`config.mk`:
```
export PLATFORM = sky130hd
export DESIGN_NAME = quadrature_decoder_flat
export DESIGN_NICKNAME = d
export VERILOG_FILES = /design/src/rtl/quadrature_decoder_pkg.sv /design/src/rtl/quadrature_decoder_if.sv /design/src/rtl/quad_filter.sv /design/src/rtl/quadrature_decoder.sv /design/src/flat_wrapper.sv
export SDC_FILE = /design/constraint.sdc
export NUM_CORES = 1
export LEC_CHECK = 0
export CORE_MARGIN = 2
export CORE_UTILIZATION = 48
export CTS_BUF_LIST = sky130_fd_sc_hd__clkbuf_16
export DETAILED_ROUTE_END_ITERATION = 16
export PLACE_DENSITY = 0.75
export RECOVER_POWER = 25
export SLEW_MARGIN = 15
export SYNTH_ARGS = -nofsm -noshare
export SYNTH_HDL_FRONTEND = slang
export SYNTH_SLANG_ARGS = --single-unit
```
`constraint.sdc`:
```
create_clock -name clk -period 1.6 [get_ports clk]
set_clock_uncertainty 0.1 [all_clocks]
set_input_delay 0.48 -clock clk [delete_from_list [all_inputs] [get_ports clk]]
set_output_delay 0.48 -clock clk [all_outputs]
set_load 0.005 [all_outputs]
```
`src/rtl/quadrature_decoder_pkg.sv`:
```
// Purpose: shared types and phase tables for the quadrature decoder.
// Latency: n/a (types, constants and pure functions only).
// Backpressure: n/a.
//
// The phase is {a_f, b_f}. The forward (up) sequence is 00 -> 10 -> 11 -> 01 -> 00.
// The reverse sequence is down. A phase change that flips both bits is illegal.
package quadrature_decoder_pkg;

    // Control FSM: SETTLE lets the filters track the pins directly after reset,
    // and TRACK decodes steps.
    typedef enum logic {
        ST_SETTLE = 1'b0,
        ST_TRACK  = 1'b1
    } state_t;

    // Filtered encoder phase {a_f, b_f}.
    typedef logic [1:0] phase_t;

    localparam phase_t PH_00 = 2'b00;
    localparam phase_t PH_10 = 2'b10;
    localparam phase_t PH_11 = 2'b11;
    localparam phase_t PH_01 = 2'b01;

    // Phase that follows p when the encoder turns one step forward.
    function automatic phase_t next_up(input phase_t p);
        phase_t n;
        case (p)
            PH_00:   n = PH_10;
            PH_10:   n = PH_11;
            PH_11:   n = PH_01;
            default: n = PH_00;
        endcase
        return n;
    endfunction

    // Phase that follows p when the encoder turns one step in reverse.
    function automatic phase_t next_down(input phase_t p);
        phase_t n;
        case (p)
            PH_00:   n = PH_01;
            PH_01:   n = PH_11;
            PH_11:   n = PH_10;
            default: n = PH_00;
        endcase
        return n;
    endfunction

endpackage

```
`src/rtl/quadrature_decoder_if.sv`:
```
// Purpose: bundles the encoder pins and the decoded counter-control outputs.
// Latency: n/a (wires only).
// Backpressure: none; enable/err are fire-and-forget pulses.
//
// Signals:
//   enc_a, enc_b : raw encoder channels, asynchronous to clk
//   enable       : one-cycle pulse per valid step, feeds the counter's enable
//   direction    : 1 = up (A leads B), 0 = down; valid while enable = 1
//   err          : one-cycle pulse on an illegal double-edge transition
//   err_count    : saturating count of illegal transitions
// master = decoder side, slave = pin source / counter side.
interface quadrature_decoder_if #(
    parameter int ERR_W = 8
);
    logic             enc_a;
    logic             enc_b;
    logic             enable;
    logic             direction;
    logic             err;
    logic [ERR_W-1:0] err_count;

    modport master (
        input  enc_a,
        input  enc_b,
        output enable,
        output direction,
        output err,
        output err_count
    );

    modport slave (
        output enc_a,
        output enc_b,
        input  enable,
        input  direction,
        input  err,
        input  err_count
    );
endinterface

```
`src/rtl/quad_filter.sv`:
```
// Purpose: one encoder channel. It has a two-flop synchroniser and a persistence filter.
// Latency: 2 edges to din_s, then FILTER_CYCLES edges of persistence before dout updates.
// Backpressure: none; din is sampled every cycle.
//
// Ports:
//   clk, rst : system clock and synchronous active-high reset
//   bypass   : when set, dout follows the synchronised input every cycle
//   din      : raw asynchronous channel input
//   dout     : filtered level (x_f)
module quad_filter #(
    parameter int FILTER_CYCLES = 4
) (
    input  logic clk,
    input  logic rst,
    input  logic bypass,
    input  logic din,
    output logic dout
);

    // The counter must hold 0 .. FILTER_CYCLES-1.
    localparam int CNT_W = (FILTER_CYCLES > 1) ? $clog2(FILTER_CYCLES) : 1;
    localparam logic [CNT_W-1:0] CNT_LAST = CNT_W'(FILTER_CYCLES - 1);

    logic             sync_1;
    logic             din_s;
    logic [CNT_W-1:0] flt_cnt;

    always_ff @(posedge clk) begin
        if (rst) begin
            sync_1  <= 1'b0;
            din_s   <= 1'b0;
            dout    <= 1'b0;
            flt_cnt <= '0;
        end else begin
            sync_1 <= din;
            din_s  <= sync_1;
            if (bypass) begin
                dout    <= din_s;
                flt_cnt <= '0;
            end else if (din_s == dout) begin
                // Any return to the accepted level restarts the persistence count.
                flt_cnt <= '0;
            end else if (flt_cnt == CNT_LAST) begin
                // The level has now differed for FILTER_CYCLES consecutive samples.
                dout    <= din_s;
                flt_cnt <= '0;
            end else begin
                flt_cnt <= flt_cnt + 1'b1;
            end
        end
    end

endmodule

```
`src/rtl/quadrature_decoder.sv`:
```
// Purpose: decodes filtered quadrature A/B into enable/direction steps and flags illegal transitions.
// Latency: FILTER_CYCLES+3 edges from a pin change to the enable/err pulse.
// Backpressure: none; outputs are single-cycle pulses that the consumer must take.
//
// Ports:
//   clk, rst : system clock and synchronous active-high reset
//   bus      : master side of quadrature_decoder_if (enc_a/enc_b in; enable, direction,
//              err, err_count out)
module quadrature_decoder
    import quadrature_decoder_pkg::*;
#(
    parameter int FILTER_CYCLES = 4,
    parameter int ERR_W         = 8
) (
    input  logic                        clk,
    input  logic                        rst,
    quadrature_decoder_if.master        bus
);

    // SETTLE lasts FILTER_CYCLES+2 cycles. This lets the synchronisers fill and
    // the bypassed filters pick up the live pin levels before any decoding starts.
    localparam int SETTLE_W = $clog2(FILTER_CYCLES + 2) + 1;
    localparam logic [SETTLE_W-1:0] SETTLE_LAST = SETTLE_W'(FILTER_CYCLES + 1);

    state_t              state;
    logic [SETTLE_W-1:0] settle_cnt;
    logic                bypass;

    logic                a_f;
    logic                b_f;
    phase_t              phase;
    phase_t              prev_phase;

    logic                is_up;
    logic                is_down;
    logic                is_illegal;

    logic                enable_q;
    logic                direction_q;
    logic                err_q;
    logic [ERR_W-1:0]    err_count_q;

    assign bypass = (state == ST_SETTLE);

    quad_filter #(
        .FILTER_CYCLES (FILTER_CYCLES)
    ) u_filt_a (
        .clk    (clk),
        .rst    (rst),
        .bypass (bypass),
        .din    (bus.enc_a),
        .dout   (a_f)
    );

    quad_filter #(
        .FILTER_CYCLES (FILTER_CYCLES)
    ) u_filt_b (
        .clk    (clk),
        .rst    (rst),
        .bypass (bypass),
        .din    (bus.enc_b),
        .dout   (b_f)
    );

    assign phase = {a_f, b_f};

    // Classify the change between last cycle's phase and this cycle's phase.
    // Both filters can update on the same edge. That flips both bits, which is the only
    // illegal case.
    always_comb begin
        is_up      = (phase == next_up(prev_phase));
        is_down    = (phase == next_down(prev_phase));
        is_illegal = ((phase ^ prev_phase) == 2'b11);
    end

    always_ff @(posedge clk) begin
        if (rst) begin
            state       <= ST_SETTLE;
            settle_cnt  <= '0;
            prev_phase  <= PH_00;
            enable_q    <= 1'b0;
            direction_q <= 1'b1;
            err_q       <= 1'b0;
            err_count_q <= '0;
        end else begin
            enable_q   <= 1'b0;
            err_q      <= 1'b0;
            // The reference phase follows the filters in both states. The first
            // TRACK compare therefore never sees the reset phase.
            prev_phase <= phase;
            case (state)
                ST_SETTLE: begin
                    if (settle_cnt == SETTLE_LAST) begin
                        state <= ST_TRACK;
                    end else begin
                        settle_cnt <= settle_cnt + 1'b1;
                    end
                end
                ST_TRACK: begin
                    if (is_up) begin
                        enable_q    <= 1'b1;
                        direction_q <= 1'b1;
                    end else if (is_down) begin
                        enable_q    <= 1'b1;
                        direction_q <= 1'b0;
                    end else if (is_illegal) begin
                        // direction holds. The new phase is adopted via prev_phase above.
                        err_q <= 1'b1;
                        if (err_count_q != '1) begin
                            err_count_q <= err_count_q + 1'b1;
                        end
                    end
                end
                default: state <= ST_SETTLE;
            endcase
        end
    end

    assign bus.enable    = enable_q;
    assign bus.direction = direction_q;
    assign bus.err       = err_q;
    assign bus.err_count = err_count_q;

endmodule

```
`src/flat_wrapper.sv`:
```
// flat-port wrapper written by rule: the top's interface ports become plain ports
module quadrature_decoder_flat import quadrature_decoder_pkg::*;
#(
    parameter int FILTER_CYCLES = 4,
    parameter int ERR_W         = 8
)
  (clk, rst, bus_enc_a, bus_enc_b, bus_enable, bus_direction, bus_err, bus_err_count);
  quadrature_decoder_if #(.ERR_W(ERR_W)) bus_i ();
  input  logic clk;
  input  logic rst;
  input wire logic [$bits(bus_i.enc_a)-1:0] bus_enc_a;
  input wire logic [$bits(bus_i.enc_b)-1:0] bus_enc_b;
  output wire logic [$bits(bus_i.enable)-1:0] bus_enable;
  output wire logic [$bits(bus_i.direction)-1:0] bus_direction;
  output wire logic [$bits(bus_i.err)-1:0] bus_err;
  output wire logic [$bits(bus_i.err_count)-1:0] bus_err_count;
  assign bus_i.enc_a = bus_enc_a;
  assign bus_i.enc_b = bus_enc_b;
  assign bus_enable = bus_i.enable;
  assign bus_direction = bus_i.direction;
  assign bus_err = bus_i.err;
  assign bus_err_count = bus_i.err_count;
  quadrature_decoder #(.FILTER_CYCLES(FILTER_CYCLES), .ERR_W(ERR_W)) u_core (.clk(clk), .rst(rst), .bus(bus_i));
endmodule
```
# Word-level counts from Yosys, hierarchy flattened
# Cells that the tools add are included.
# classes
muxes,15
addsub,4
bitwise_logic,5
eq_ne,16
reduce_logical,11
# ops
operator,count
2-to-1 mux 1 bit,13
case mux 2 bit (3 select lines),2
OR reduction 4 bit,3
"== test 2 bit, second input constant",5
"adder 8 x 1 -> 8 bit, second input constant",1
"inequality test 2 bit, second input constant",4
"inequality test 8 bit, second input constant",1
AND reduction 2 bit,4
AND reduction 5 bit,1
"adder 2 x 1 -> 2 bit, second input constant",2
"adder 4 x 1 -> 4 bit, second input constant",1
== test 2 bit,2
"== test 4 x 3 -> 1 bit, second input constant",1
NOT 1 bit,4
== test 1 bit,2
"== test 2 x 1 -> 1 bit, second input constant",1
logical NOT 2 bit,1
nonzero test 2 bit,1
OR reduction 2 bit,1
XOR 2 bit,1
# word_totals
output_inout_bits,11
register_bits,28
input_bits,4
wordCells,66

# Depth between registers and ports, before layout
# logic_depth
ltp_word,5
depth_mapped,5
ltp_nobuf,5

# Modules after synthesis
# A second synthesis with hierarchy kept.
# hier_totals
hier_cells,119
area_unflattened_um2,1164.9
# by_module_without_submodules
mod,seq_area_each_um2,area_per_inst_um2,cells_per_inst,n_inst
quadrature_decoder,360.3,804.5,89,1
quad_filter,100.1,180.2,15,2

# Worst setup path after synthesis
# No wires, ideal clock.
# synth_path
path_type,flip-flop to flip-flop
start,"reg u_core.err_count_q[0], in the netlist u_core.bus.err_count[0]"
end,"reg u_core.err_count_q[3], in the netlist u_core.bus.err_count[3]"
t_arrival_ps,1491
synth_period_minus_slack_ps,1661
path_stages_with_launch,6
required_ps,1429
path_buffers,1
setup_time_ps,71
setup_slack_ps,-61
path_cell_list,dfxtp_1 -> ha_1 -> and4_1 -> buf_6 -> or4_1 -> a21oi_1
# synth_between
elab_chain_len,2
word_cells_on_any_way,3
classes_between,1 x add/sub; 1 x eq/ne; 1 x reduce/logical
# synth_lines
element,line_no,source
"start, declared",quadrature_decoder.sv:41,logic [ERR_W-1:0] err_count_q;
"start signal, assigned",quadrature_decoder.sv:110,err_count_q <= err_count_q + 1'b1;
branches (longest 2 deep; another with adder 8 x 1 -> 8 bit),n/a,
# Several ways; the timed one is not identified.
# A chain may end at the register's enable or synchronous reset.

# Worst setup path after layout
# layout_path
start,"reg u_core.err_count_q[1], in the netlist u_core.bus.err_count[1]"
end,"reg u_core.err_count_q[4], in the netlist u_core.bus.err_count[4]"
# Same word-level chain as after synthesis.

==> flow_results.xml <==
<?xml version="1.0" encoding="UTF-8"?>
<metrics>
  <group name="layout">
    <metric name="post-route-cell-area" unit="um2">1700</metric>
    <metric name="layout-area-overhead-vs-synth" unit="%">41.8</metric>
    <metric name="filler_cell_count" unit="">175</metric>
    <metric name="layout.cells.most_common_list" unit="">20 x buf_4, 16 x dfxtp_1, 12 x dfxtp_2</metric>
    <metric name="final_core_utilization" unit="%">70.4</metric>
    <metric name="antenna_cells" unit="">0</metric>
    <metric name="layout_commonest_cell" unit="">buf_4</metric>
    <metric name="layout-drive-gt1-share" unit="%">34.4</metric>
    <metric name="num-nets-final" unit="">167</metric>
  </group>
  <group name="global_route">
    <metric name="first_global_vias" unit="">948</metric>
    <metric name="gr_util_all_layers" unit="%">20.1</metric>
    <metric name="grt_start_max_net_pins" unit="">17</metric>
    <metric name="grt_pass1_wl" unit="um">4090</metric>
    <metric name="gr-total-overflow" unit="">0</metric>
    <metric name="antenna_found_initial" unit="">0</metric>
  </group>
  <group name="placed_design">
    <metric name="hpwl" unit="um">1850</metric>
    <metric name="place.port_buffers" unit="">14</metric>
    <metric name="preCtsSetupSlack" unit="ns">-0.112</metric>
    <metric name="routabilityCongestion" unit="">0.741</metric>
    <metric name="area_after_dpl" unit="um2">1520</metric>
  </group>
  <group name="setup_path">
    <metric name="cp_data_arrival_time" unit="ns">1.67</metric>
    <metric name="critPathRequiredTime" unit="ns">1.69</metric>
    <metric name="critical_path.reg2reg.endpoint" unit="">u_core.bus.err_count[4]$_SDFFE_PP0P_</metric>
    <metric name="r2r_setup_slack" unit="ns">0.02</metric>
    <metric name="start_kind" unit="">flop</metric>
    <metric name="regToRegStartpoint" unit="">u_core.bus.err_count[1]$_SDFFE_PP0P_</metric>
    <metric name="setup.worst_path.class" unit="">flop to flop</metric>
    <metric name="worstPathMaxFanout" unit="">4</metric>
    <metric name="worst_setup_path_end_kind" unit="">flop</metric>
    <metric name="timing.reg2reg.worst_path_depth" unit="">5</metric>
  </group>
  <group name="detailed_routing">
    <metric name="routed-wl-met2" unit="um">1210</metric>
    <metric name="route.layer.met1.wl" unit="um">1230</metric>
    <metric name="route.top_layer_used" unit="">met4</metric>
    <metric name="postRouteAntennaNets" unit="">0</metric>
    <metric name="wl_per_cell" unit="um">13.8</metric>
    <metric name="drt_initial_violations" unit="">18</metric>
    <metric name="drt-vias-per-instance" unit="">5.24</metric>
    <metric name="routed_wirelength" unit="um">2580</metric>
    <metric name="met3_length" unit="um">76</metric>
    <metric name="detailedRoute.firstPassIterationCount" unit="">5</metric>
    <metric name="vias" unit="">980</metric>
    <metric name="drt_drc" unit="">0</metric>
  </group>
  <group name="logic_synthesis">
    <metric name="synth-main-ff-cell" unit="">dfxtp_1</metric>
    <metric name="post_synth_main_area_contributors" unit="">dfxtp_1 47%, ha_1 5.2%, a21oi_1 4.6%</metric>
    <metric name="combinational_family_with_the_most_area_after_synthesis" unit="">simple AND/OR/NAND/NOR gates</metric>
    <metric name="synthesis.yosys.warnings" unit="">0</metric>
    <metric name="synthesis.nets" unit="">130</metric>
    <metric name="yosys.area_share.simple" unit="%">23.6</metric>
    <metric name="synth-compound-area-share" unit="%">12.1</metric>
    <metric name="synth-async-reset-ratio" unit="%">0</metric>
    <metric name="post_synth_num_cell_types" unit="">36</metric>
    <metric name="synthesis.area" unit="um2">1200</metric>
    <metric name="yosysTopAreaCell" unit="">dfxtp_1</metric>
    <metric name="ys_seq_area_share" unit="%">46.9</metric>
    <metric name="synthMuxAreaShare" unit="%">1.78</metric>
    <metric name="syn-instance-count" unit="">121</metric>
    <metric name="synth.avg_cell_area" unit="um2">9.89</metric>
    <metric name="synth_seq_cells" unit="">28</metric>
    <metric name="synth-edff-count" unit="">0</metric>
    <metric name="post_synth_xor_area_fraction" unit="%">5.86</metric>
    <metric name="synth_top_area_share" unit="%">46.9</metric>
    <metric name="synth_adder_area_share" unit="%">5.23</metric>
  </group>
  <group name="floorplan">
    <metric name="floorplan.rows" unit="">18</metric>
    <metric name="dieArea" unit="um2">2910</metric>
    <metric name="starting_density_of_the_core" unit="%">49.6</metric>
    <metric name="design.core.area" unit="um2">2410</metric>
    <metric name="die_h" unit="um">53.9</metric>
    <metric name="die_w" unit="um">53.9</metric>
    <metric name="design.portCount" unit="">15</metric>
  </group>
  <group name="worst_hold_path">
    <metric name="timing.hold.worst_endpoint" unit="">u_core.u_filt_a.flt_cnt[0]$_SDFF_PP0_</metric>
    <metric name="min_path_cells" unit="">1</metric>
    <metric name="holdCritStartpoint" unit="">u_core.u_filt_a.flt_cnt[0]$_SDFF_PP0_</metric>
    <metric name="worst_hold_path_type" unit="">flop to flop</metric>
  </group>
  <group name="clocking">
    <metric name="htree_levels" unit="">1</metric>
    <metric name="clkLatencyLatePin" unit="ns">0.26</metric>
    <metric name="clk_pin_slew_worst_setup_hold_paths" unit="ns">0.07</metric>
    <metric name="worst_case_clock_buffer_depth" unit="">2</metric>
    <metric name="number_of_buffers_inserted_for_hold_repair_after_clock_tree_synthesis" unit="">0</metric>
    <metric name="cts_tree" unit="">done</metric>
    <metric name="clock_sink_count" unit="">28</metric>
    <metric name="cts_inserted_buffers" unit="">3</metric>
    <metric name="clock-root-buffer" unit="">clkbuf_16</metric>
  </group>
  <group name="sta">
    <metric name="tightest_slew" unit="ns">0.353</metric>
    <metric name="final_hold_viol_count" unit="">0</metric>
    <metric name="max_slew_margin" unit="%">76.3</metric>
    <metric name="timing.final.max_slew_violations" unit="">0</metric>
    <metric name="setup_viol_count_final" unit="">0</metric>
    <metric name="finalCriticalPeriod" unit="ns">1.58</metric>
    <metric name="final.setup.worst_slack" unit="ns">0.0167</metric>
    <metric name="grt_setup_unrepaired" unit="">true</metric>
    <metric name="max_clock_freq" unit="MHz">632</metric>
    <metric name="layout_worst_path_cycle_share" unit="%">99.0</metric>
  </group>
  <group name="status">
    <metric name="result_of_the_run" unit="">finished, final reports clean</metric>
  </group>
  <group name="power">
    <metric name="seq_power_share" unit="%">46.7</metric>
    <metric name="swShare" unit="%">19.4</metric>
    <metric name="cell_int_power" unit="mW">1.28</metric>
    <metric name="share_clk_of_total_power" unit="%">46.5</metric>
    <metric name="cellPowerDensity" unit="nW/um2">934</metric>
    <metric name="peakVddDrop" unit="uV">839</metric>
    <metric name="p_switching" unit="uW">307</metric>
    <metric name="finalPower" unit="mW">1.58</metric>
    <metric name="p_comb_share" unit="%">6.7</metric>
    <metric name="leakage" unit="nW">0.695</metric>
  </group>
  <group name="job">
    <metric name="maxCapViolCount" unit="">0</metric>
  </group>
</metrics>
-- Yosys cell counts (4+ instances only) --
cell,instances
a21oi_1,11
dfxtp_1,28
ha_1,5
inv_1,4
nand2_1,6
nand3_1,4
nand3b_1,4
nor2_1,8
nor2b_1,6
or4_1,4
xnor2_1,6
-- routing by layer --
metal  global-route usage (%)  vias up
li1                         -      503
met1                     23.6      454
met3                     3.89        7
met2                     33.7       16
met5                        0        -
met4                     12.0        0
-- cells by family after synthesis --
group           count (synthesis)
simple gates                   44
flops                          28
compound gates                 24
buf+inv                        10
xor+xnor                        8
fa+ha+maj                       5
mux                             2
-- final cells by class --
cell class | count | area [um2] | area share [%]
multi-input combinational | 83 | 631 | 37.2
sequential | 28 | 576 | 33.9
timing repair buffer | 37 | 329 | 19.4
clock buffer | 3 | 75.1 | 4.42
tap | 30 | 37.5 | 2.21
clock inverter | 1 | 30.0 | 1.77
inverter | 5 | 18.8 | 1.11
-- worst max-delay path: stages (launching register included) --
cell and delay (ns):
dfxtp_2 0.33, ha_2 0.19, buf_4 0.14, nand3_1 0.09, or4_1 0.51, a21oi_1 0.15
-- registers in the layout, indices dropped and copies added (netlist names) --
name,cells
u_core.prev_phase,2
u_core.bus.err,1
u_core.bus.err_count,8
u_core.u_filt_b.flt_cnt,2
u_core.u_filt_b.dout,1
u_core.bus.enable,1
u_core.u_filt_b.din_s,1
u_core.settle_cnt,4
u_core.u_filt_a.din_s,1
u_core.u_filt_a.flt_cnt,2
u_core.u_filt_b.sync_1,1
u_core.u_filt_a.sync_1,1
u_core.state,1
u_core.bus.direction,1
u_core.u_filt_a.dout,1
-- metrics by stage --
step	instances	setup TNS, ns	hold WS, ns
2_1_floorplan	121	0	0.306
3_3_place_gp	180	-0.196	0.317
3_5_place_dp	180	-0.364	0.324
4_1_cts	186	-0.00547	0.334
5_1_grt	187	-0.211	0.354
6_report	187	0	0.330
-- how the worst max path moves through the flow --
stage | start | endpoint | slack (ns) | cells past startpoint
finish | u_core.bus.err_count[1]$_SDFFE_PP0P_ | u_core.bus.err_count[4]$_SDFFE_PP0P_ | 0.02 | 5
global route | u_core.u_filt_a.dout$_SDFFE_PP0P_ | u_core.bus.err_count[2]$_SDFFE_PP0P_ | -0.05 | 4
CTS | u_core.u_filt_a.dout$_SDFFE_PP0P_ | u_core.bus.err_count[3]$_SDFFE_PP0P_ | -0.005 | 4
detailed placement | rst | u_core.u_filt_a.flt_cnt[1]$_SDFF_PP0_ | -0.11 | 4
global placement | rst | u_core.u_filt_b.flt_cnt[1]$_SDFF_PP0_ | -0.04 | 4
floorplan | u_core.bus.err_count[3]$_SDFFE_PP0P_ | u_core.bus.err_count[3]$_SDFFE_PP0P_ | 0.0006 | 5
-- timing repair --
| item | in CTS | in global routing |
|---|---|---|
| buffers inserted | 2 | 1 |
| pin swaps | 5 | 7 |
| endpoints found under the setup margin | 18 | 12 |
| resized for setup | 22 | 9 |
-- power by group through the flow --
stage | clock network (mW) | registers (mW) | logic [mW]
after floorplan | 0 | 0.751 | 0.0606
after global placement | 0 | 0.752 | 0.101
after detailed placement | 0 | 0.754 | 0.104
after CTS | 0.748 | 0.739 | 0.104
after global routing | 0.778 | 0.742 | 0.118
final | 0.737 | 0.740 | 0.107
(Power assumes the default switching activity.)
